<file path="config.mk">
export PLATFORM = sky130hd
export DESIGN_NAME = tmds_channel_decoder
export DESIGN_NICKNAME = d
export VERILOG_FILES = /design/src/rtl/tmds_channel_decoder.sv
export SDC_FILE = /design/constraint.sdc
export NUM_CORES = 1
export LEC_CHECK = 0
export BUFFER_PORTS_ARGS = -buffer_cell sky130_fd_sc_hd__buf_2
export CAP_MARGIN = 20
export CORE_ASPECT_RATIO = 1.75
export CORE_UTILIZATION = 43
export DETAILED_ROUTE_END_ITERATION = 10
export HOLD_SLACK_MARGIN = 0.12
export PLACE_DENSITY = 0.69
export SETUP_SLACK_MARGIN = 0.3
export SLEW_MARGIN = 10
export SYNTH_ARGS = -nofsm -noshare
export SYNTH_HDL_FRONTEND = slang
export SYNTH_SLANG_ARGS = --single-unit
</file>
<file path="constraint.sdc">
create_clock -name pxl_clk_i -period 3.3 [get_ports pxl_clk_i]
set_input_delay 0.33 -clock pxl_clk_i [delete_from_list [all_inputs] [get_ports pxl_clk_i]]
set_output_delay 0.33 -clock pxl_clk_i [all_outputs]
set_load 0.005 [all_outputs]
</file>
<file path="src/rtl/tmds_channel_decoder.sv">
`default_nettype none
// ============================================================================
// Module   : tmds_channel_decoder
// Brief    : One TMDS lane receiver. Finds the word boundary by hunting control tokens,
//            then decodes each aligned symbol to pixel data or control bits.
// Revision : 1.0
// ============================================================================
module tmds_channel_decoder #(
    parameter int SEARCH_DWELL   = 1024,
    parameter int LOCK_COUNT     = 16,
    parameter int UNLOCK_TIMEOUT = 2048
) (
    input  logic       pxl_clk_i,
    input  logic       rst_i,
    input  logic [9:0] sym_in_i,
    output logic [7:0] d_o,
    output logic       de_o,
    output logic [1:0] c_o,
    output logic       locked_o,
    output logic [3:0] offset_o
);

    localparam int DWELL_W = (SEARCH_DWELL > 1) ? $clog2(SEARCH_DWELL) : 1;
    localparam int RUN_W   = $clog2(LOCK_COUNT + 1);
    localparam int TO_W    = $clog2(UNLOCK_TIMEOUT + 1);

    localparam logic [DWELL_W-1:0] DWELL_LAST = DWELL_W'(SEARCH_DWELL - 1);
    localparam logic [RUN_W-1:0]   RUN_LAST   = RUN_W'(LOCK_COUNT - 1);
    localparam logic [TO_W-1:0]    TO_LAST    = TO_W'(UNLOCK_TIMEOUT - 1);

    localparam logic [1:0] ST_SEARCH = 2'd0;
    localparam logic [1:0] ST_VERIFY = 2'd1;
    localparam logic [1:0] ST_LOCKED = 2'd2;

    logic [9:0]         s1_q, s0_q;
    logic [9:0]         w2_q;
    logic               tok2_q;
    logic [1:0]         ctl2_q;
    logic [1:0]         state_q, state_d;
    logic [3:0]         offset_q, offset_d;
    logic [DWELL_W-1:0] dwell_q, dwell_d;
    logic [RUN_W-1:0]   run_q, run_d;
    logic [TO_W-1:0]    to_q, to_d;
    logic [1:0]         settle_q, settle_d;
    logic               locked_q;
    logic [7:0]         d_q, d_d;
    logic               de_q, de_d;
    logic [1:0]         c_q, c_d;

    logic [19:0] w_window;
    logic [9:0]  w_word;
    logic        w_tok;
    logic [1:0]  w_ctl;
    logic [7:0]  w_q;
    logic [7:0]  w_x;
    logic [7:0]  w_dec;
    logic [3:0]  w_off_adv;
    logic        w_settling;
    logic        w_locked_d;

    // s0 holds the older symbol, so bit 0 of the window is the earliest bit on the wire.
    assign w_window = {s1_q, s0_q};
    assign w_word   = 10'(w_window >> offset_q);

    always_comb begin
        w_tok = 1'b1;
        w_ctl = 2'b00;
        case (w_word)
            10'b1101010100: w_ctl = 2'b00;
            10'b0010101011: w_ctl = 2'b01;
            10'b0101010100: w_ctl = 2'b10;
            10'b1010101011: w_ctl = 2'b11;
            default:        w_tok = 1'b0;
        endcase
    end

    assign w_q   = w2_q[9] ? ~w2_q[7:0] : w2_q[7:0];
    assign w_x   = w_q ^ {w_q[6:0], 1'b0};
    assign w_dec = {w_x[7:1] ^ {7{~w2_q[8]}}, w_q[0]};

    assign w_off_adv  = (offset_q >= 4'd9) ? 4'd0 : offset_q + 4'd1;
    assign w_settling = (settle_q != 2'd0);

    always_comb begin
        state_d  = state_q;
        offset_d = offset_q;
        dwell_d  = dwell_q;
        run_d    = run_q;
        to_d     = to_q;
        settle_d = w_settling ? settle_q - 2'd1 : 2'd0;
        case (state_q)
            ST_SEARCH: begin
                if (!w_settling && tok2_q) begin
                    dwell_d = '0;
                    run_d   = RUN_W'(1);
                    to_d    = '0;
                    state_d = (LOCK_COUNT <= 1) ? ST_LOCKED : ST_VERIFY;
                end else if (dwell_q >= DWELL_LAST) begin
                    offset_d = w_off_adv;
                    dwell_d  = '0;
                    settle_d = 2'd2;
                end else begin
                    dwell_d = dwell_q + DWELL_W'(1);
                end
            end
            ST_VERIFY: begin
                if (!w_settling) begin
                    if (tok2_q) begin
                        run_d = run_q + RUN_W'(1);
                        if (run_q >= RUN_LAST) begin
                            state_d = ST_LOCKED;
                            to_d    = '0;
                        end
                    end else begin
                        // A single data word during verification means a false token hit.
                        state_d  = ST_SEARCH;
                        offset_d = w_off_adv;
                        dwell_d  = '0;
                        run_d    = '0;
                        settle_d = 2'd2;
                    end
                end
            end
            ST_LOCKED: begin
                if (tok2_q) begin
                    to_d = '0;
                end else if (to_q >= TO_LAST) begin
                    state_d = ST_SEARCH;
                    to_d    = '0;
                    dwell_d = '0;
                    run_d   = '0;
                end else begin
                    to_d = to_q + TO_W'(1);
                end
            end
            default: begin
                state_d  = ST_SEARCH;
                offset_d = 4'd0;
                dwell_d  = '0;
                run_d    = '0;
                to_d     = '0;
                settle_d = 2'd0;
            end
        endcase
    end

    // Gating on the next lock state lets the outputs go idle on the very edge lock drops.
    assign w_locked_d = (state_d == ST_LOCKED);

    always_comb begin
        d_d  = 8'h00;
        de_d = 1'b0;
        c_d  = 2'b00;
        if (w_locked_d) begin
            if (tok2_q) begin
                c_d = ctl2_q;
            end else begin
                de_d = 1'b1;
                d_d  = w_dec;
            end
        end
    end

    always_ff @(posedge pxl_clk_i) begin
        if (rst_i) begin
            s1_q     <= '0;
            s0_q     <= '0;
            w2_q     <= '0;
            tok2_q   <= 1'b0;
            ctl2_q   <= 2'b00;
            state_q  <= ST_SEARCH;
            offset_q <= 4'd0;
            dwell_q  <= '0;
            run_q    <= '0;
            to_q     <= '0;
            settle_q <= 2'd0;
            locked_q <= 1'b0;
            d_q      <= 8'h00;
            de_q     <= 1'b0;
            c_q      <= 2'b00;
        end else begin
            s1_q     <= sym_in_i;
            s0_q     <= s1_q;
            w2_q     <= w_word;
            tok2_q   <= w_tok;
            ctl2_q   <= w_ctl;
            state_q  <= state_d;
            offset_q <= offset_d;
            dwell_q  <= dwell_d;
            run_q    <= run_d;
            to_q     <= to_d;
            settle_q <= settle_d;
            locked_q <= w_locked_d;
            d_q      <= d_d;
            de_q     <= de_d;
            c_q      <= c_d;
        end
    end

    assign d_o      = d_q;
    assign de_o     = de_q;
    assign c_o      = c_q;
    assign locked_o = locked_q;
    assign offset_o = offset_q;

endmodule

`default_nettype wire
</file>
# Yosys cells after proc, flatten, opt, wreduce, memory -nomap -nowiden
# Index checks and enable logic that the tools add are counted.
dict set report classes {
  n_addsub 5
  magnitude_cmp 4
  n_eq_ne 16
  shift 1
  mux 43
  bitwise 7
  reduce_logical 12
}
# cell n
set op_table {}
lappend op_table {{two-way mux 12 bit} 6}
lappend op_table {{two-way mux 10 bit} 6}
lappend op_table {{case mux 12 bit (3 select lines)} 1}
lappend op_table {{case mux 10 bit (3 select lines)} 1}
lappend op_table {{two-way mux 5 bit} 5}
lappend op_table {{two-way mux 2 bit} 11}
lappend op_table {{== test 10 bit, second input constant} 2}
lappend op_table {{two-way mux 4 bit} 5}
lappend op_table {{>> shifter 20 x 4 -> 10 bit} 1}
lappend op_table {{inequality test 2 bit, second input constant} 9}
lappend op_table {{case mux 2 bit (3 select lines)} 3}
lappend op_table {{case mux 5 bit (3 select lines)} 1}
lappend op_table {{adder 12 x 1 -> 12 bit, second input constant} 1}
lappend op_table {{greater-or-equal comparator 12 x 11 -> 1 bit, second input constant} 1}
lappend op_table {{case mux 4 bit (3 select lines)} 1}
lappend op_table {{AND reduction 4 bit} 3}
lappend op_table {{adder 10 x 1 -> 10 bit, second input constant} 1}
lappend op_table {{== test 10 x 8 -> 1 bit, second input constant} 1}
lappend op_table {{== test 10 x 9 -> 1 bit, second input constant} 1}
lappend op_table {{greater-or-equal comparator 10 bit, second input constant} 1}
lappend op_table {{two-way mux 8 bit} 1}
lappend op_table {{inverter 8 bit} 1}
lappend op_table {{XOR 8 bit} 1}
lappend op_table {{XOR 7 bit} 1}
lappend op_table {{other kinds (17)} 23}
dict set report word_totals {
  register_bits 80
  output_inout_bits 16
  elab_cells 103
}

# Longest topological paths before layout
# Gate-level depths: netlist of the first run.
dict set report logic_depth {
  word_depth 8
  mapped_depth 10
  ltp_nobuf 8
}

# Worst setup path after synthesis of the first run
# No wires, ideal clock.
dict set report synth_timing {
  path_kind {register to register}
  startpoint {register run_q[0]}
  endpoint {register to_q[10]}
  setup_time_ns 0.138
  arrival_time_ns 2.172
  required_time_ns 3.162
  slack_ns 0.990
  stages_incl_launch_ff 10
  path_buffers 1
  synth_period_minus_slack_ns 2.310
  path_cell_list {dfxtp_1 > ha_1 > and3_1 > ha_1 > a2111o_1 > a31oi_1 > clkbuf_1 > nor3_1 > a41oi_1 > nor2_1}
}
dict set report synth_via {
  elab_chain_len 3
}
# element line_no
set synth_lines {}
lappend synth_lines {{start: declaration} 42} ;# logic [RUN_W-1:0] run_q, run_d;
lappend synth_lines {{start signal: assignment} 190} ;# run_q <= run_d;
lappend synth_lines {{greater-or-equal comparator 5 x 4 -> 1 bit} 110} ;# if (run_q >= RUN_LAST) begin
lappend synth_lines {{inequality test 2 bit (no source line)} --}
lappend synth_lines {{AND reduction 4 bit (no source line)} --}
lappend synth_lines {{end signal: assignment} 191} ;# to_q <= to_d;
lappend synth_lines {{end: declaration} 43} ;# logic [TO_W-1:0] to_q, to_d;
# Every way passes these cells.
# A chain may end at the register's enable or synchronous reset.

# Worst setup path in the final report of the first run
dict set report layout_timing {
  startpoint {register offset_q[1], in the netlist offset_o[1]}
  endpoint {register tok2_q}
}
dict set report layout_via {
  elab_chain_len 4
  word_cells_on_any_way 7
  classes_between {eq/ne (4); shift (1); mux (1); reduce/logical (1)}
}
# element line_no
set layout_lines {}
lappend layout_lines {{start: declaration} 40} ;# logic [3:0] offset_q, offset_d;
lappend layout_lines {{start signal: assignment} 188} ;# offset_q <= offset_d;
lappend layout_lines {{>> shifter 20 x 4 -> 10 bit (*)} 63} ;# assign w_word = 10'(w_window >> offset_q);
lappend layout_lines {{== test 10 bit (tied with other cells)} 68} ;# case (w_word)
lappend layout_lines {{OR reduction 4 bit (no source line) (*)} --}
lappend layout_lines {{two-way mux 1 bit (*)} 68}
lappend layout_lines {{end signal: assignment} 185} ;# tok2_q <= w_tok;
lappend layout_lines {{end: declaration} 37} ;# logic tok2_q;
# Mark *: on every way between the ends. The rest lies on a longest branch, timed or not.

==> results.json, run 1 <==
{
  "switching_share": 0.2290,
  "drt_iter0_markers": 151,
  "path_cells": "buf_4 > mux4_2 > mux2_2 > mux2i_2 > nor4b_4 > nor3b_2 > a41o_1",
  "criticalPathCategory": "reg -> reg",
  "worst-r2r-cell-count": 7,
  "ctsResizeCount": 0,
  "grt_pass1_vias": 2856,
  "netlist_instances": 403,
  "portBuffers": 27,
  "ir_drop_mv": 0.2765,
  "power_density_nw_per_um2": 465.8,
  "hold_violations": 0,
  "synth_area_leaders": "dfxtp_1 (40%), mux4_2 (9.0%), nor2_1 (4.7%), xnor2_1 (4.6%), nor2b_1 (4.2%)",
  "p_leak_uw": 0.001735,
  "power_frac_clock": 0.482,
  "status": "completed",
  "grt_max_degree": 27,
  "period_share": 0.8299,
  "rsz0062_at_grt": "false",
  "crit_arrival_ps": 2970,
  "clock_tree.buffer_depth": 2,
  "async_flop_share": 0,
  "crit_path_end_kind": "register",
  "place.gp.congestion": 0.9009,
  "postSynthAreaPerCell_um2": 9.929,
  "n_antenna_cell": 0,
  "area.growth.synth_to_final_pct": 13.51,
  "synth_cell_types": 60,
  "required_ps": 3530,
  "postLayoutCoreUtil": 0.5026,
  "cts-hold-fix-buffers": 0,
  "hold_path_end": "s1_q[2]",
  "hold_class": "in -> reg",
  "grt_pass1_wl_um": 13120,
  "clkTransAtPathRegs_ps": 70,
  "power_frac_comb": 0.042,
  "die_h_um": 129.6,
  "htree_levels": 3,
  "synthFlopType": "dfxtp_1",
  "coreArea_um2": 9036,
  "crit_path_start_kind": "register",
  "clock_skew_ps": 6.333,
  "ios": 28,
  "layout-drive-gt1-share": 0.2009,
  "row_count": 46,
  "synth_warnings": 0,
  "dpl.hpwl_um": 5794,
  "initial_core_util": 0.4428,
  "min_period_ps": 2739,
  "drv_slew": 0,
  "synth.most_common_cell": "dfxtp_1",
  "dieArea_um2": 9710,
  "critPathMaxStageDelay_ps": 760,
  "holdPathStages": 2,
  "synth_common_cells": "dfxtp_1 (80), nor2_1 (50), nor2b_1 (27)",
  "cts_sinks": 80,
  "power.internal_uw": 1631,
  "worst_slew_pin_slew_ps": 679.5,
  "synth-edff-count": 0,
  "worst_skew_pair.late_latency_ps": 340,
  "reg2reg_slack_ps": 560,
  "vias": 3019,
  "ys_seq_area_frac": 0.4003,
  "slowest_stage": "dfxtp_1",
  "syn_area_um2": 4001,
  "path_max_fanout": 16,
  "routed_wl_um": 8055,
  "grt_antenna_before_repair": 0,
  "postCtsSetupBuffers": 0,
  "cts_tree": "yes",
  "hold_slack_ps": 194.6,
  "ant_nets": 0,
  "synth_top_area_frac": 0.4003,
  "vias_per_cell": 5.459,
  "die_w_um": 74.92,
  "synth-seq-cells": 80,
  "setup_tns_ps": 0,
  "drv_cap": 0,
  "switching_power_uw": 484.6,
  "yosysTopAreaCell": "dfxtp_1",
  "drt-pass1-iter-count": 4,
  "nets": 447,
  "setup_viol_count_final": 0,
  "grt-ovfl-total": 0,
  "hp-start": "sym_in_i[2]",
  "slew_headroom": 0.5464,
  "wl_per_cell_um": 14.57,
  "r2r-end": "tok2_q",
  "root_buffer": "clkbuf_16",
  "synth_nets": 422,
  "fmax_mhz": 365.1,
  "cts_buffers": 9,
  "power_frac_seq": 0.475,
  "gr-usage-all-layers": 0.1787,
  "drc": 0,
  "worstReg2RegStart": "offset_o[1]"
}
[layer usage]
| layer | vias to the layer above | global-route usage | part of all wire |
|---|---|---|---|
| met5 | - | 0 | 0 |
| met4 | 0 | 0.1110 | 0.037 |
| met3 | 19 | 0.03577 | 0.033 |
| met2 | 63 | 0.3127 | 0.53 |
| met1 | 1440 | 0.1907 | 0.40 |
| li1 | 1497 | - | - |
[per-stage QoR]
step	worst slack, ps	cell area [um^2]	total power (uW)	std cells
floorplan	990.4	4001	1088	403
global placement	709.5	4233	1113	537
detailed placement	606.8	4233	1116	537
CTS	589.5	4542	2141	553
global route	458.5	4542	2186	553
finish	561.3	4542	2116	553
[flip-flops by register name, summed over array words and instances, names as in the netlist, 2 cells and up]
signal and flops:
dwell_q 10, w2_q 10, ctl2_q 2, to_q 12, s0_q 10, d_o 8
run_q 5, state_q 2, c_o 2, s1_q 10, offset_o 4, settle_q 2
[cells by family (layout without fill, tap and decap cells)]
family	count (synthesis)	in the layout	synth area share
AND/OR/NAND/NOR	159	159	0.2139
flip-flops	80	80	0.4003
AO/OA/AOI/OAI	52	52	0.09537
multiplexers	44	44	0.1679
buffers and inverters	34	64	0.04159
XOR/XNOR	27	27	0.05910
adder cells (fa/ha/maj)	7	7	0.02189
[power by group through the flow]
stage / Combinational, uW / Sequential, uW / Clock (uW)
floorplan: 70.5 / 1020 / 0
global placement: 87.3 / 1030 / 0
detailed placement: 89.4 / 1030 / 0
CTS: 90.4 / 1000 / 1050
global route: 99.4 / 1010 / 1080
finish: 89.9 / 1010 / 1020
[critical path: cells and delay by family (launching register included)]
kind | cells | cell delay (ps)
flops | 1 | 760
buf+inv | 1 | 290
simple gates | 2 | 280
mux | 3 | 1110
compound gates | 1 | 190
[worst max-delay path by stage]
stage           startpoint        to  cells past startpoint
6_report       offset_o[1]    tok2_q                      7
5_1_grt        offset_o[1]    tok2_q                      7
4_1_cts        offset_o[1]    tok2_q                      7
3_5_place_dp   offset_o[1]    tok2_q                      7
3_3_place_gp   offset_o[1]    tok2_q                      7
2_1_floorplan     run_q[0]  to_q[10]                      9
[final cells by class]
| class | count | area [um^2] |
|---|---|---|
| Clock buffer | 9 | 225.2 |
| Clock inverter | 7 | 83.83 |
| Fill cell | 847 | 4494 |
| Inverter | 12 | 45.04 |
| Multi-Input combinational cell | 289 | 2233 |
| Sequential cell | 80 | 1602 |
| Tap cell | 120 | 150.1 |
| Timing Repair Buffer | 36 | 202.7 |
[placed cells by master (no fill, tap or decap), drive strengths merged, types with 2 or more instances in the layout]
| cell type | netlist | final |
|---|---|---|
| dfxtp | 80 | 80 |
| nor2 | 50 | 50 |
| buf | 10 | 36 |
| nor2b | 27 | 27 |
| nand2 | 22 | 22 |
| xnor2 | 21 | 21 |
| mux4 | 16 | 16 |
| mux2i | 16 | 16 |
| inv | 11 | 15 |
| mux2 | 12 | 12 |
| a21oi | 11 | 11 |
| and3 | 10 | 10 |
| clkbuf | 12 | 9 |
| nor3 | 7 | 7 |
| o21ai | 7 | 7 |
| ha | 7 | 7 |
| nand4 | 6 | 6 |
| nand3b | 6 | 6 |
| nand3 | 6 | 6 |
| xor2 | 6 | 6 |
| nor3b | 6 | 6 |
| nand2b | 4 | 4 |
| a211oi | 4 | 4 |
| a22oi | 4 | 4 |
| and4 | 3 | 3 |
| o211ai | 3 | 3 |
| nor4b | 3 | 3 |
| a41o | 2 | 2 |
| o22ai | 2 | 2 |
| a32o | 2 | 2 |
| a21o | 2 | 2 |
| a41oi | 2 | 2 |
| or2 | 2 | 2 |
| nor4 | 2 | 2 |
| or3 | 2 | 2 |
| a31oi | 2 | 2 |
| clkinv | 1 | 2 |
Note: power is estimated with default switching activity, not from simulation.
==> run 2: changes to the inputs <==
ABC_AREA = 1   (was unset)
clock period = 2.62 ns   (was 3.3 ns; I/O delays follow)
==> run 2 against run 1 <==
Effect of this change: total power up 25%; largest power group is now sequential cells; clock skew down 0.83 ps; non-clock buffer count up 5; sequential share of layout area down 1.1 points; sequential power up 25%; critical endpoint is now to_q[5]; sequential cell count unchanged; largest cell class unchanged.
==> results.json, run 2 <==
{
  "status": "completed",
  "synth-seq-cells": 80,
  "rsz0062_at_grt": "false",
  "crit_arrival_ps": 2300,
  "hold_violations": 0,
  "drc": 0,
  "gr-usage-all-layers": 0.2038,
  "die_h_um": 130.9,
  "design_area_um2": 4688,
  "final_common_cell": "nand2_1",
  "grt_max_degree": 32,
  "worst_slew_pin_slew_ps": 412.0,
  "synth_cell_types": 34,
  "vias_per_cell": 5.000,
  "setup_viol_count_final": 0,
  "async_flop_share": 0,
  "yosysTopAreaCell": "dfxtp_1",
  "fmax_mhz": 494.7,
  "crit_path_end_kind": "register",
  "nets": 669,
  "timing.final.ws_setup_ps": 598.6,
  "synth_area_leaders": "dfxtp_1 (39%), nand2_1 (13%), nand3_1 (11%), nor2_1 (7.3%), inv_1 (6.2%)",
  "netlist_instances": 616,
  "synth.most_common_cell": "nand2_1",
  "setup_tns_ps": 0,
  "min_period_ps": 2021,
  "synth-edff-count": 0,
  "postSynthAreaPerCell_um2": 6.632,
  "place.gp.congestion": 0.8906,
  "vias": 3875,
  "worst_skew_pair.late_latency_ps": 340,
  "routed_wl_um": 9140,
  "hold_class": "in -> reg",
  "clock_skew_ps": 5.508,
  "regMostFlops": "to_q",
  "drt_iter0_markers": 221,
  "place_ws_ps": 609.5,
  "grt_pass1_vias": 3636,
  "clock_tree.buffer_depth": 2,
  "postLayoutCoreUtil": 0.5123,
  "synth_warnings": 0,
  "synth_top_area_frac": 0.3920,
  "switching_share": 0.2298,
  "largest_reg_flops": 12,
  "worst-r2r-cell-count": 11,
  "power_frac_seq": 0.476,
  "slew_headroom": 0.7246,
  "postCtsSetupBuffers": 0,
  "grt_antenna_before_repair": 0,
  "power_frac_comb": 0.045,
  "power_density_nw_per_um2": 562.9,
  "reg2reg_slack_ps": 600,
  "criticalPathCategory": "reg -> reg",
  "critPathMaxStageDelay_ps": 370,
  "holdPathStages": 3,
  "grt_pass1_wl_um": 15270,
  "dieArea_um2": 9910,
  "ios": 28,
  "slowest_stage": "a21oi_2",
  "cts_sinks": 80,
  "synth_nets": 635,
  "cts_buffers": 9,
  "cp_top_family": "simple AND/OR/NAND/NOR gates",
  "cts_tree": "yes",
  "synth_common_cells": "nand2_1 (146), nand3_1 (86), dfxtp_1 (80)",
  "coreArea_um2": 9151,
  "p_leak_uw": 0.002168,
  "worst-path-buf-inv": 0,
  "wl_per_cell_um": 11.79,
  "root_buffer": "clkbuf_16",
  "mostFrequentLayoutCells": "nand2_1 (146), nand3_1 (86), dfxtp_1 (80), nor2_1 (79), inv_1 (68)",
  "hold_path_end": "s1_q[9]",
  "total_power_uw": 2639,
  "synthFlopType": "dfxtp_1",
  "portBuffers": 27,
  "place_area_um2": 4300,
  "crit_path_start_kind": "register",
  "period_share": 0.7715,
  "drv_cap": 0,
  "hp-start": "sym_in_i[9]",
  "ant_nets": 0,
  "clkTransAtPathRegs_ps": 60,
  "path_cells": "ha_1 > nand2_1 > nor2_1 > ha_1 > nor2_1 > nand2_1 > o21ai_1 > nand2_1 > a21oi_2 > o21ai_0 > nor2_1",
  "grt-ovfl-total": 0,
  "row_count": 46,
  "htree_levels": 3,
  "layout-drive-gt1-share": 0.1252,
  "ys_seq_area_frac": 0.3920,
  "r2r-end": "to_q[5]",
  "n_antenna_cell": 0,
  "syn_area_um2": 4085,
  "power_frac_clock": 0.478,
  "drv_slew": 0,
  "path_max_fanout": 13,
  "power.internal_uw": 2032,
  "ir_drop_mv": 0.3572,
  "drt-pass1-iter-count": 4,
  "initial_core_util": 0.4464,
  "area.growth.synth_to_final_pct": 14.76,
  "dpl.hpwl_um": 7028,
  "required_ps": 2900,
  "worstReg2RegStart": "run_q[0]",
  "die_w_um": 75.68,
  "switching_power_uw": 606.3,
  "worstSetupStartpoint": "run_q[0]"
}
## run 2: logic make-up after synthesis
group	share of synthesized area
AO/OA/AOI/OAI	0.09066
XOR/XNOR	0.02787
adder cells (fa/ha/maj)	0.02144
buffers and inverters	0.1035
flip-flops	0.3920
AND/OR/NAND/NOR	0.3645
## run 2: area by class of cell
class	instances	area, um^2
clock buffers	10	229.0
well taps	120	150.1
fillers	901	4463
repair buffers	41	262.8
inverters	84	315.3
clock inverters	6	68.82
flip-flops and latches	80	1602
multi-input cells	434	2061
## run 2: timing repair
item                                   in CTS  in global routing
endpoints found under the hold margin       9                  0
gates resized for setup                     0                  0
hold buffers                                9                  0
## run 2: layer usage
layer,track usage,wire (um)
met2,0.3771,4876
met5,0,0
met1,0.1983,3526
met3,0.05061,342
met4,0.1144,394
## run 2: power by group through the flow
| stage | Clock, uW | Combinational [uW] | Sequential (uW) |
|---|---|---|---|
| detailed placement | 0 | 109 | 1280 |
| floorplan | 0 | 83.5 | 1280 |
| finish | 1260 | 120 | 1260 |
| global placement | 0 | 108 | 1280 |
| CTS | 1280 | 120 | 1260 |
| global route | 1350 | 138 | 1260 |
## run 2: tightest hold or removal path, delay by kind of cell
kind	cells	cell delay [ps]
and+or+nand+nor	1	60
buffers and inverters	2	110
## run 2: how the worst max path moves through the flow
stage	slack [ps]	depth (start not counted)	to
after floorplan	980	13	to_q[10]
after global placement	640	11	to_q[5]
after detailed placement	610	11	to_q[5]
after CTS	600	11	to_q[5]
after global routing	330	11	to_q[5]
final	600	11	to_q[5]
## run 2: through the flow
stage          hold WS, ps  instances
5_1_grt              127.4        775
4_1_cts              120.2        775
2_1_floorplan        369.0        616
3_5_place_dp         401.3        750
6_report             121.1        775
3_3_place_gp         403.6        750
